===== src/rtl/crc24_check_pkg.sv =====
// crc24_check_pkg: constants and state encoding shared by the BTLE CRC24
// transmit and receive blocks.
package crc24_check_pkg;

  // CRC length in bits
  localparam int CRC_LEN = 24;

  // Feedback tap mask of the BTLE CRC24 polynomial (bit k = tap into position k)
  localparam logic [23:0] CRC24_POLY_MASK = 24'h00065B;

  // LFSR preset used on advertising channels
  localparam logic [23:0] BTLE_ADV_INIT = 24'h555555;

  // Receive checker state encoding
  typedef logic [1:0] crc_state_t;
  localparam logic [1:0] ST_IDLE = 2'd0;
  localparam logic [1:0] ST_FILL = 2'd1;
  localparam logic [1:0] ST_RUN  = 2'd2;
  localparam logic [1:0] ST_DONE = 2'd3;

endpackage


===== src/rtl/crc24_core.sv =====
// crc24_core: single-step BTLE CRC24 LFSR update, shared by TX and RX.
// state[k] holds BTLE position k; position 23 is the oldest bit.
module crc24_core
  import crc24_check_pkg::*;
#(
  parameter int CRC_STATE_BIT_WIDTH = CRC_LEN
) (
  input  logic [CRC_STATE_BIT_WIDTH-1:0] state,
  input  logic                           in_bit,
  output logic [CRC_STATE_BIT_WIDTH-1:0] next_state
);

  logic fb;

  assign fb = in_bit ^ state[CRC_STATE_BIT_WIDTH-1];

  // Shift towards position 23; the mask has bit 0 set, so position 0 becomes fb
  assign next_state = {state[CRC_STATE_BIT_WIDTH-2:0], 1'b0}
                    ^ (CRC_STATE_BIT_WIDTH'(CRC24_POLY_MASK) & {CRC_STATE_BIT_WIDTH{fb}});

endmodule


===== src/rtl/crc24_check.sv =====
// crc24_check: BTLE receive-side CRC24 checker.
// A 24-bit delay line holds back the most recent bits so that, when the
// last beat arrives, the delay line contains exactly the received CRC and
// everything that left it has been run through the LFSR and forwarded as
// PDU bits. Optional macro CRC24_CHECK_ERR_CNT_EN builds a saturating
// failed-frame counter on crc_err_count; without it the port is tied to 0.
module crc24_check
  import crc24_check_pkg::*;
#(
  parameter int CRC_STATE_BIT_WIDTH = CRC_LEN,
  parameter int FILL_CNT_WIDTH      = 5
) (
  input  logic                           clk,
  input  logic                           rst,
  input  logic [CRC_STATE_BIT_WIDTH-1:0] crc_state_init_bit,
  input  logic                           crc_state_init_bit_load,
  input  logic                           rx_bit,
  input  logic                           rx_bit_valid,
  input  logic                           rx_bit_valid_last,
  output logic                           info_bit,
  output logic                           info_bit_valid,
  output logic                           info_bit_valid_last,
  output logic                           crc_ok,
  output logic                           crc_ok_valid,
  output logic                           short_frame,
  output logic [15:0]                    crc_err_count
);

  localparam logic [FILL_CNT_WIDTH-1:0] FILL_FULL = FILL_CNT_WIDTH'(CRC_STATE_BIT_WIDTH);

  crc_state_t                     state;
  logic [CRC_STATE_BIT_WIDTH-1:0] init_reg;
  logic [CRC_STATE_BIT_WIDTH-1:0] lfsr;
  logic [CRC_STATE_BIT_WIDTH-1:0] lfsr_next;
  logic [CRC_STATE_BIT_WIDTH-1:0] dly;
  logic [FILL_CNT_WIDTH-1:0]      fill_cnt;

  logic beat;
  logic last_beat;
  logic result_fire;
  logic frame_short;
  logic frame_ok;

  assign beat      = rx_bit_valid;
  assign last_beat = rx_bit_valid & rx_bit_valid_last;

  // In DONE the registers still hold the values from the last beat, even if
  // a new frame's first beat is being absorbed in the same cycle.
  assign frame_short = (fill_cnt < FILL_FULL);
  assign frame_ok    = !frame_short && (dly == lfsr);
  assign result_fire = (state == ST_DONE) && !crc_state_init_bit_load;

  crc24_core #(
    .CRC_STATE_BIT_WIDTH(CRC_STATE_BIT_WIDTH)
  ) u_core (
    .state     (lfsr),
    .in_bit    (dly[CRC_STATE_BIT_WIDTH-1]),
    .next_state(lfsr_next)
  );

  // Frame sequencing, delay line, LFSR and output strobes
  always_ff @(posedge clk) begin
    if (rst) begin
      state               <= ST_IDLE;
      init_reg            <= '0;
      lfsr                <= '0;
      dly                 <= '0;
      fill_cnt            <= '0;
      info_bit            <= 1'b0;
      info_bit_valid      <= 1'b0;
      info_bit_valid_last <= 1'b0;
      crc_ok              <= 1'b0;
      crc_ok_valid        <= 1'b0;
      short_frame         <= 1'b0;
    end else begin
      info_bit_valid      <= 1'b0;
      info_bit_valid_last <= 1'b0;
      crc_ok_valid        <= 1'b0;
      short_frame         <= 1'b0;

      if (crc_state_init_bit_load) begin
        init_reg <= crc_state_init_bit;
      end

      if (beat) begin
        dly <= {dly[CRC_STATE_BIT_WIDTH-2:0], rx_bit};
      end

      if (result_fire) begin
        crc_ok       <= frame_ok;
        crc_ok_valid <= 1'b1;
        short_frame  <= frame_short;
      end

      if (crc_state_init_bit_load) begin
        // Abort whatever was in flight; a coincident beat opens a new frame
        if (beat) begin
          lfsr     <= crc_state_init_bit;
          fill_cnt <= FILL_CNT_WIDTH'(1);
          state    <= last_beat ? ST_DONE : ST_FILL;
        end else begin
          fill_cnt <= '0;
          state    <= ST_IDLE;
        end
      end else begin
        case (state)
          ST_IDLE, ST_DONE: begin
            if (beat) begin
              lfsr     <= init_reg;
              fill_cnt <= FILL_CNT_WIDTH'(1);
              state    <= last_beat ? ST_DONE : ST_FILL;
            end else begin
              state <= ST_IDLE;
            end
          end
          ST_FILL: begin
            if (beat) begin
              fill_cnt <= fill_cnt + 1'b1;
              if (last_beat) begin
                state <= ST_DONE;
              end else if ((fill_cnt + 1'b1) == FILL_FULL) begin
                state <= ST_RUN;
              end
            end
          end
          ST_RUN: begin
            if (beat) begin
              lfsr                <= lfsr_next;
              info_bit            <= dly[CRC_STATE_BIT_WIDTH-1];
              info_bit_valid      <= 1'b1;
              info_bit_valid_last <= last_beat;
              if (last_beat) begin
                state <= ST_DONE;
              end
            end
          end
          default: state <= ST_IDLE;
        endcase
      end
    end
  end

`ifdef CRC24_CHECK_ERR_CNT_EN
  function automatic logic [15:0] sat_inc16(input logic [15:0] v);
    return (v == 16'hFFFF) ? v : (v + 16'd1);
  endfunction

  logic [15:0] err_cnt;

  // Count failed frames (short frames included), saturating at all ones
  always_ff @(posedge clk) begin
    if (rst) begin
      err_cnt <= '0;
    end else if (result_fire && !frame_ok) begin
      err_cnt <= sat_inc16(err_cnt);
    end
  end

  assign crc_err_count = err_cnt;
`else
  assign crc_err_count = 16'h0000;
`endif

endmodule


===== config.mk =====
export PLATFORM = sky130hd
export DESIGN_NAME = crc24_check
export DESIGN_NICKNAME = d
export VERILOG_FILES = /design/src/rtl/crc24_check_pkg.sv /design/src/rtl/crc24_core.sv /design/src/rtl/crc24_check.sv
export SDC_FILE = /design/constraint.sdc
export NUM_CORES = 1
export LEC_CHECK = 0
export CORE_MARGIN = 3
export CORE_UTILIZATION = 30
export CTS_BUF_LIST = sky130_fd_sc_hd__clkbuf_16
export CTS_CLUSTER_DIAMETER = 150
export DETAILED_ROUTE_END_ITERATION = 10
export DONT_BUFFER_PORTS = 1
export SKIP_CTS_REPAIR_TIMING = 1
export SYNTH_ARGS = -nofsm -noshare
export SYNTH_HDL_FRONTEND = slang
export SYNTH_HIERARCHICAL = 1
export SYNTH_SLANG_ARGS = --single-unit

===== constraint.sdc =====
create_clock -name clk -period 2.18 [get_ports clk]
set_input_delay 0.654 -clock clk [delete_from_list [all_inputs] [get_ports clk]]
set_output_delay 0.654 -clock clk [all_outputs]
set_load 0.03 [all_outputs]

==> reports/summary.txt <==
Final setup fails = 0
Setup slack after layout = 0.410 ns
TritonCTS buffer count = 9
Placed cell count = 610
Clock Sinks = 85
Min Tclk post-route = 1.77 ns
Synth area leader = dfxtp_1
Largest net degree at the start of global routing = 87
GRT Residual Overflow = 0
Max frequency = 565 MHz
Distinct cells, synth = 43
FF+latch count, synth = 85
Via count = 2969
Max cap viols = 0
Synth warn = 6
Mapped cell area = 4410 sq um
Initial antenna violation count = 0
Syn Inst Count = 476
Status = finished, final reports clean
CTS Buffer Depth = 2
Share of the synthesized area in the top cell type = 38.6%
Crit-path max FO = 10
Post-DP HPWL = 5950 um
Most frequent cell after synthesis = dfxtp_1
Hold Path Class = primary input to register
Clock share of power = 42.9%
CTS tree = done
List of most frequent post-synthesis cells = 85 x dfxtp_1, 66 x mux2i_1, 64 x nand2_1, 55 x nor2_1, 41 x buf_4
Setup skew after layout = 0.00393 ns
Crit. End Element = register
Actual slew at the worst max-slew pin = 0.702 ns
Synth area leaders = dfxtp_1 39%, mux2i_1 15%, buf_4 7.0%, nand2_1 5.4%, nor2_1 4.7%
Final hold vios = 0
Gate power share = 11.1%
Cell area after layout = 4530 sq um
Clock slew at reported path FFs = 0.06 ns
Filler cell count = 1458
# rows = 43
Total internal power = 2.79 mW
Layout cells sized above 1 = 6.05%
CTS root buffer = clkbuf_16
First-pass GRT wire length = 14300 um
Remaining DRCs = 0
Router iterations before antenna repair = 4
Switching share of power = 23.6%
Setup TNS = 0 ns
GP Congestion = 0.769
Core ar. = 14100 sq um
Sw power = 0.864 mW
RSZ-0062 raised after global routing = no
Synthesized area per cell = 9.26 sq um
Clk Latency, worst-skew pair = 0.34 ns
Crit path kind = register to register
Post-synth top flop = dfxtp_1
Pre-CTS WS = 0.456 ns
Relative slew slack = 53.2%
Grt peak-use layer = met2
Sequential cell fraction of total power = 46.0%
Iteration-0 DRC Markers = 252
Area grow syn2layout = 2.81%
Buffers on Ports = 0
Vias in the first global route = 2724
Async SR Flop Fraction = 0%
Initial core utilization = 31.2%
Hold_ws = 0.380 ns
Placed Area = 4230 sq um
Routed wire length = 8800 um
Max IR drop VDD = 0.397 mV
M3 GR Usage = 4.93%
DIE AREA = 16200 sq um
WP data arrival = 1.99 ns
Total Power = 3.66 mW
Antenna Cells = 0
Die H = 127 um
Final ANT Viol Nets = 0
Critical Path RT = 2.40 ns
Routed WL per cell = 14.1 um
Storage cell area = 1700 sq um
Final net count = 475
Die X-Extent = 127 um
Final worst-path cycle share = 81.2%
Gr usage total = 11.0%
H-Tree Depth = 3
M2 GR Usage = 15.6%
Vias per cell = 4.74
Post-Layout Cell Count = 626
Max Slew Vio Count = 0
Seq/Total Area, Yosys = 38.6%
PD cells = 807 nW/um^2
Multi-input gate area = 2240 sq um
Post-synth EDFFs = 0
GR Util met1 = 15.0%
# IOs = 52
Post-layout util = 32.0%
Startpoint types = register
Leak = 1.90 nW
-- metal layers --
layer / part of all wire, % / vias up / wire (um)
met2: 43 / 71 / 3740
met4: 1.1 / 0 / 99
met1: 48 / 1389 / 4230
li1: - / 1499 / -
met5: 0 / - / 0
met3: 8.3 / 10 / 732
-- placed cells by master, fill, tap and decap left out, drive strengths merged, types with 3 or more instances in the layout --
cell type	n
a21oi	40
buf	4
clkbuf	9
clkinv	5
conb	16
dfxtp	85
ha	4
inv	3
mux2i	66
nand2	64
nand2b	3
nand3	4
nand3b	3
nor2	55
nor3	3
nor4	5
o211ai	16
o21ai	10
xor2	23
xor3	6
-- critical path, cell delays in order (launching register included) --
cell	delay, ns
dfxtp_1	0.77
xor3_1	0.44
mux2i_1	0.17
nand2_1	0.09
o211ai_1	0.09
a21oi_1	0.09
-- power groups by stage --
stage | logic [mW] | clock network, mW | registers, mW
6_report | 0.407 | 1.57 | 1.68
3_5_place_dp | 0.407 | 0 | 1.72
3_3_place_gp | 0.400 | 0 | 1.71
2_1_floorplan | 0.486 | 0 | 1.69
4_1_cts | 0.409 | 1.62 | 1.68
5_1_grt | 0.453 | 1.67 | 1.69
-- kinds of logic after synthesis --
logic type	after synthesis	synth area share [%]
buffers and inverters	68	11.8
adder cells (fa/ha/maj)	4	1.14
flip-flops	85	38.6
AND/OR/NAND/NOR	142	13.6
AO/OA/AOI/OAI	77	11.1
XOR/XNOR	31	8.20
multiplexers	68	15.5
other	1	0.0851
-- final timing paths --
check / slack, ns / to / cells after the start / startpoint
max reg2reg: 0.41 / lfsr[3] / 5 / dly[23]
min reg2reg: 0.46 / init_reg[15] / 2 / init_reg[15]
min: 0.38 / init_reg[17] / 1 / rst
max: 0.41 / lfsr[3] / 5 / dly[23]
-- area by class of cell --
| cell class | instances | area share (%) |
|---|---|---|
| tap | 180 | 4.97 |
| inverter | 3 | 0.248 |
| clock inverter | 7 | 1.79 |
| sequential | 85 | 37.5 |
| clock buffer | 9 | 4.97 |
| multi-input combinational | 338 | 49.5 |
| timing repair buffer | 4 | 0.939 |
(Power assumes the default switching activity.)
